<file path="config.mk">
export PLATFORM = sky130hd
export DESIGN_NAME = dma_wb
export DESIGN_NICKNAME = d
export VERILOG_FILES = /design/src/rtl/dma_wb.sv
export SDC_FILE = /design/constraint.sdc
export NUM_CORES = 1
export LEC_CHECK = 0
export CORE_ASPECT_RATIO = 1.2
export CORE_MARGIN = 5
export CORE_UTILIZATION = 37
export DETAILED_ROUTE_END_ITERATION = 10
export GPL_ROUTABILITY_DRIVEN = 0
export HOLD_SLACK_MARGIN = 0.02
export PLACE_DENSITY = 0.59
export RECOVER_POWER = 100
export SYNTH_ARGS = -nofsm -noshare
export SYNTH_HDL_FRONTEND = slang
export SYNTH_SLANG_ARGS = --single-unit
</file>
<file path="constraint.sdc">
create_clock -name wb_clk_i -period 6.3 [get_ports wb_clk_i]
set_input_delay 0.63 -clock wb_clk_i [delete_from_list [all_inputs] [get_ports wb_clk_i]]
set_output_delay 0.63 -clock wb_clk_i [all_outputs]
set_load 0.01 [all_outputs]
</file>
<file path="src/rtl/dma_wb.sv">
// Single-channel word-copy DMA engine: Wishbone slave register port plus Wishbone master port.
// Optional build macro DMA_FILL_EN adds the FILL mode (write the SRC value to DST, no reads).
module dma_wb (
    input  logic        wb_clk_i,
    input  logic        wb_rst_i,
    input  logic [25:0] wb_adr_i,
    input  logic [31:0] wb_dat_i,
    output logic [31:0] wb_dat_o,
    input  logic        wb_we_i,
    input  logic        wb_stb_i,
    input  logic        wb_cyc_i,
    input  logic [3:0]  wb_sel_i,
    output logic        wb_ack_o,
    output logic        int_o,
    output logic [31:0] wbm_adr_o,
    output logic [31:0] wbm_dat_o,
    input  logic [31:0] wbm_dat_i,
    output logic        wbm_we_o,
    output logic        wbm_stb_o,
    output logic        wbm_cyc_o,
    output logic [3:0]  wbm_sel_o,
    input  logic        wbm_ack_i
);

    typedef enum logic [1:0] {IDLE, RD, WR, GAP} state_t;

    state_t      state;
    logic [31:0] src;
    logic [31:0] dst;
    logic [15:0] len;
    logic        ie;
    logic        done;
    logic        abort_pend;
    logic        fill;
    logic        fill_nxt;

    logic        busy;
    logic        reg_wr;
    logic        ctrl_wr;
    logic        start_req;
    logic        abort_req;
    logic        finish;
    logic        launch;
    logic        done_nxt;
    logic        ie_nxt;
    logic [31:0] rdata;
    logic        unused_ok;

    assign wbm_sel_o = 4'hf;
    assign unused_ok = &{1'b0, wb_sel_i, wb_adr_i[25:2]};

    always_comb begin
        busy      = (state != IDLE);
        // Register writes commit on the ack cycle, so the new value is visible the cycle after ack.
        reg_wr    = wb_cyc_i & wb_stb_i & wb_we_i & wb_ack_o;
        ctrl_wr   = reg_wr & (wb_adr_i[1:0] == 2'd3);
        start_req = ctrl_wr & wb_dat_i[0] & ~wb_dat_i[1] & ~busy;
        abort_req = abort_pend | (ctrl_wr & wb_dat_i[1]);
        ie_nxt    = ctrl_wr ? wb_dat_i[2] : ie;

        finish = 1'b0;
        case (state)
            IDLE:    finish = start_req & (len == 16'd0);
            RD, WR:  finish = wbm_ack_i & abort_req;
            GAP:     finish = (len == 16'd0) | abort_req;
            default: finish = 1'b0;
        endcase

        launch   = ((state == IDLE) & start_req & (len != 16'd0)) |
                   ((state == GAP) & ~finish);
        // A new completion outranks a DONE clear arriving in the same cycle.
        done_nxt = finish | (done & ~(ctrl_wr & wb_dat_i[3]));

        case (wb_adr_i[1:0])
            2'd0:    rdata = src;
            2'd1:    rdata = dst;
            2'd2:    rdata = {16'h0000, len};
            default: rdata = {27'd0, fill, done, ie, 1'b0, busy};
        endcase
    end

`ifdef DMA_FILL_EN
    assign fill_nxt = (ctrl_wr & ~busy) ? wb_dat_i[4] : fill;

    always_ff @(posedge wb_clk_i) begin
        if (wb_rst_i) begin
            fill <= 1'b0;
        end else begin
            fill <= fill_nxt;
        end
    end
`else
    assign fill     = 1'b0;
    assign fill_nxt = 1'b0;
`endif

    always_ff @(posedge wb_clk_i) begin
        if (wb_rst_i) begin
            state      <= IDLE;
            src        <= 32'd0;
            dst        <= 32'd0;
            len        <= 16'd0;
            ie         <= 1'b0;
            done       <= 1'b0;
            abort_pend <= 1'b0;
            int_o      <= 1'b0;
            wb_ack_o   <= 1'b0;
            wb_dat_o   <= 32'd0;
            wbm_adr_o  <= 32'd0;
            wbm_dat_o  <= 32'd0;
            wbm_we_o   <= 1'b0;
            wbm_stb_o  <= 1'b0;
            wbm_cyc_o  <= 1'b0;
        end else begin
            wb_ack_o <= wb_cyc_i & wb_stb_i & ~wb_ack_o;
            if (wb_cyc_i & wb_stb_i & ~wb_ack_o) begin
                wb_dat_o <= rdata;
            end
            ie    <= ie_nxt;
            done  <= done_nxt;
            int_o <= done_nxt & ie_nxt;

            if (reg_wr & ~busy) begin
                case (wb_adr_i[1:0])
                    2'd0:    src <= {wb_dat_i[31:2], 2'b00};
                    2'd1:    dst <= {wb_dat_i[31:2], 2'b00};
                    2'd2:    len <= wb_dat_i[15:0];
                    default: ;
                endcase
            end

            if (busy & ctrl_wr & wb_dat_i[1]) begin
                abort_pend <= 1'b1;
            end
            if (finish) begin
                abort_pend <= 1'b0;
            end

            if (launch) begin
                wbm_cyc_o <= 1'b1;
                wbm_stb_o <= 1'b1;
                if (fill_nxt) begin
                    state     <= WR;
                    wbm_we_o  <= 1'b1;
                    wbm_adr_o <= dst;
`ifdef DMA_FILL_EN
                    wbm_dat_o <= src;
`endif
                end else begin
                    state     <= RD;
                    wbm_we_o  <= 1'b0;
                    wbm_adr_o <= src;
                end
            end else begin
                case (state)
                    RD: begin
                        if (wbm_ack_i) begin
                            if (abort_req) begin
                                state     <= IDLE;
                                wbm_cyc_o <= 1'b0;
                                wbm_stb_o <= 1'b0;
                            end else begin
                                state     <= WR;
                                wbm_we_o  <= 1'b1;
                                wbm_adr_o <= dst;
                                wbm_dat_o <= wbm_dat_i;
                            end
                        end
                    end
                    WR: begin
                        if (wbm_ack_i) begin
                            dst <= dst + 32'd4;
                            if (!fill) begin
                                src <= src + 32'd4;
                            end
                            if (len != 16'd0) begin
                                len <= len - 16'd1;
                            end
                            wbm_cyc_o <= 1'b0;
                            wbm_stb_o <= 1'b0;
                            wbm_we_o  <= 1'b0;
                            state     <= abort_req ? IDLE : GAP;
                        end
                    end
                    GAP: begin
                        if (finish) begin
                            state <= IDLE;
                        end
                    end
                    default: ;
                endcase
            end
        end
    end

endmodule

</file>
==> flow_metrics.tcl <==
set metrics [dict create \
    synthFlopType "dfxtp_1" \
    io_pins 205 \
    ir_drop_v 0.0001829 \
    fin_area_mm2 0.01178 \
    synth_top_family_by_area "simple AND/OR/NAND/NOR gates" \
    nNetsFinal 1373 \
    ys_seq_area_share_pct 39.78 \
    postCtsSetupBuffers 0 \
    drive_gt1_share_pct 5.082 \
    synthCells 1149 \
    cp-end-kind "register" \
    cts_hold_buf 0 \
    required_ns 6.64 \
    vias_per_cell 5.745 \
    gr-total-overflow 0 \
    grt_pass1_wl_mm 48.71 \
    drt-initial-drc-count 700 \
    drv_cap 5 \
    initial_utilization_pct 37.62 \
    p_leak_nw 4.488 \
    clk_pin_slew_worst_paths_ns 0.07 \
    yosys_warnings 0 \
    finalWorstSetupSlack_ns 1.483 \
    synthMuxAreaShare_pct 6.854 \
    critPathArrivalTime_ns 5.16 \
    die_h_um 183.8 \
    die_w_um 154.8 \
    worstPathMaxFanout 18 \
    regToRegSetupSlack_ns 1.86 \
    grt_pass1_vias 8881 \
    hold_viol 0 \
    drtPass1Iterations 5 \
    maxSlewViolCount 154 \
    fp-row-count 63 \
    die_area_mm2 0.02845 \
    post_dp_cell_area_mm2 0.01121 \
    outcome "finished, violations left" \
    cts_tree "yes" \
    fin_hold_ws_ns 0.4500 \
    worstSetupPathType "in -> reg" \
    area_delta_synth_final_pct 26.53 \
    start_kind "input pin" \
    grt_util_all_layers_pct 21.22 \
    slew_headroom_pct -99.13 \
    period_minus_slack_ns 4.817 \
    avgRoutedWirePerCell_um 19.46 \
    async_flop_share_pct 0 \
    numCtsBuffers 17 \
    core_mm2 0.02475 \
    synthesis.area_mm2 0.009310 \
    synth-simple-area-share_pct 24.74 \
    route.detailed.drc 0 \
    finClkSkew_ns 0.01455 \
    grt_setup_unrepaired "no" \
    clock-root-buffer "clkbuf_16" \
    tns_ns 0 \
    dp_hpwl_mm 21.26 \
    numPortBuffers 172 \
    grt_start_max_net_pins 140 \
    fin_util_pct 47.59 \
    postRouteAntennaNets 0 \
    antenna_found_initial 0 \
    cts_max_level 4 \
    ys_types 65 \
    cts-resized-gates 0 \
    synth-compound-area-share_pct 22.17 \
    finalCritPeriodShare_pct 76.46 \
    ys_seq_elements 185 \
    hp-class "reg -> reg" \
    violations "capacitance limit, slew limit" \
    final_cell_mix "185 x dfxtp_1, 127 x nor2_1, 122 x a21oi_1" \
    tightest_slew_ns 2.987 \
    synth_xor_area_share_pct 0.09407 \
    avgSynthCellArea_um2 8.103 \
    n_antenna_cell 0 \
    finalSetupViolations 0 \
    clock_sinks 185 \
    synthAdderAreaFrac_pct 0.9407 \
    routed_wl_mm 31.21 \
    fmaxAchievable_mhz 207.6 \
    vias 9215 \
    clk_path_buf_depth 2 \
    insertion_delay_ns 0.44 \
    synth_edf_count 0 \
    layout_commonest_cell "dfxtp_1" \
    dp_slack_ns 1.932 \
    p_per_area_mw_per_mm2 210.8 \
]
## Yosys cell counts (4+ instances only)
| master | count | area (µm²) |
|---|---|---|
| a22oi_1 | 5 | 37.54 |
| and4_1 | 11 | 96.34 |
| and3_1 | 24 | 150.1 |
| nand3_1 | 22 | 110.1 |
| a32oi_1 | 12 | 105.1 |
| inv_1 | 24 | 90.09 |
| nor2_1 | 128 | 480.5 |
| a211o_1 | 4 | 35.03 |
| nand2_1 | 120 | 450.4 |
| o21ai_0 | 33 | 165.2 |
| a31oi_1 | 12 | 75.07 |
| and2_1 | 9 | 56.30 |
| ha_1 | 7 | 87.58 |
| or4_1 | 8 | 60.06 |
| buf_1 | 8 | 30.03 |
| mux2i_1 | 57 | 570.6 |
| o211ai_1 | 9 | 67.56 |
| a221oi_1 | 6 | 52.55 |
| clkbuf_1 | 66 | 247.7 |
| or3_1 | 9 | 56.30 |
| nor4_1 | 28 | 175.2 |
| a21oi_1 | 122 | 610.6 |
| nor3_1 | 63 | 315.3 |
| dfxtp_1 | 185 | 3704 |
| buf_4 | 5 | 37.54 |
| a311oi_1 | 10 | 87.58 |
| a211oi_1 | 67 | 503.0 |
| nand4_1 | 9 | 56.30 |
| a2111oi_0 | 4 | 35.03 |
| nor3b_1 | 6 | 45.04 |
| nor4_4 | 4 | 85.08 |
| buf_2 | 16 | 80.08 |
| o21bai_1 | 11 | 82.58 |
## layout make-up
class	instances	area [µm²]
flip-flops and latches	185	3704
fillers	2472	12970
inverters	25	93.84
multi-input cells	846	5104
well taps	325	406.6
repair buffers	191	1838
clock buffers	17	425.4
clock inverters	15	209.0
## cells by family after synthesis
kind of cell / count (synthesis)
other cells: 1
fa+ha+maj: 7
simple gates: 457
xor+xnor: 1
mux: 60
compound gates: 317
flops: 185
buf+inv: 121
## stage by stage
step	std cells	power [mW]
finish	1604	2.483
global route	1604	2.561
CTS	1604	2.509
detailed placement	1572	1.349
global placement	1572	1.349
floorplan	1152	1.266
## final timing paths
| kind | depth (start not counted) | to | start |
|---|---|---|---|
| setup reg to reg | 8 | src[15] | wb_ack_o |
| hold / removal | 2 | wbm_dat_o[10] | wbm_dat_o[10] |
| hold reg to reg | 2 | wbm_dat_o[10] | wbm_dat_o[10] |
| setup / recovery | 9 | src[15] | wb_cyc_i |
## worst max-delay path: stages
cell and delay (ns):
dlygate4sd3_1 0.56, nand4_1 0.30, nor4_1 0.97, a21oi_1 0.17, clkbuf_1 0.38, a21oi_1 1.31, buf_4 0.45, a311oi_1 0.09
nor4_1 0.27
## power by group
group          internal (mW)  total, mW  switching (mW)
clock network          0.643       1.16           0.520
logic                 0.0632      0.140          0.0766
registers               1.17       1.18         0.00483
## sequential cells by signal, indices dropped and copies added (netlist names), 2 cells and up
register / cells
wb_dat_o: 32
len: 16
dst: 32
src: 32
wbm_dat_o: 32
wbm_adr_o: 32
state: 2
## routing by layer
layer,vias to the layer above,share of wire [%],track usage (%)
met4,0,2.2,7.102
met5,-,0,0
met3,48,5.9,4.191
met1,4382,43,26.67
met2,320,49,36.49
li1,4465,-,-
No activity file was read; power rests on OpenSTA's default activity.
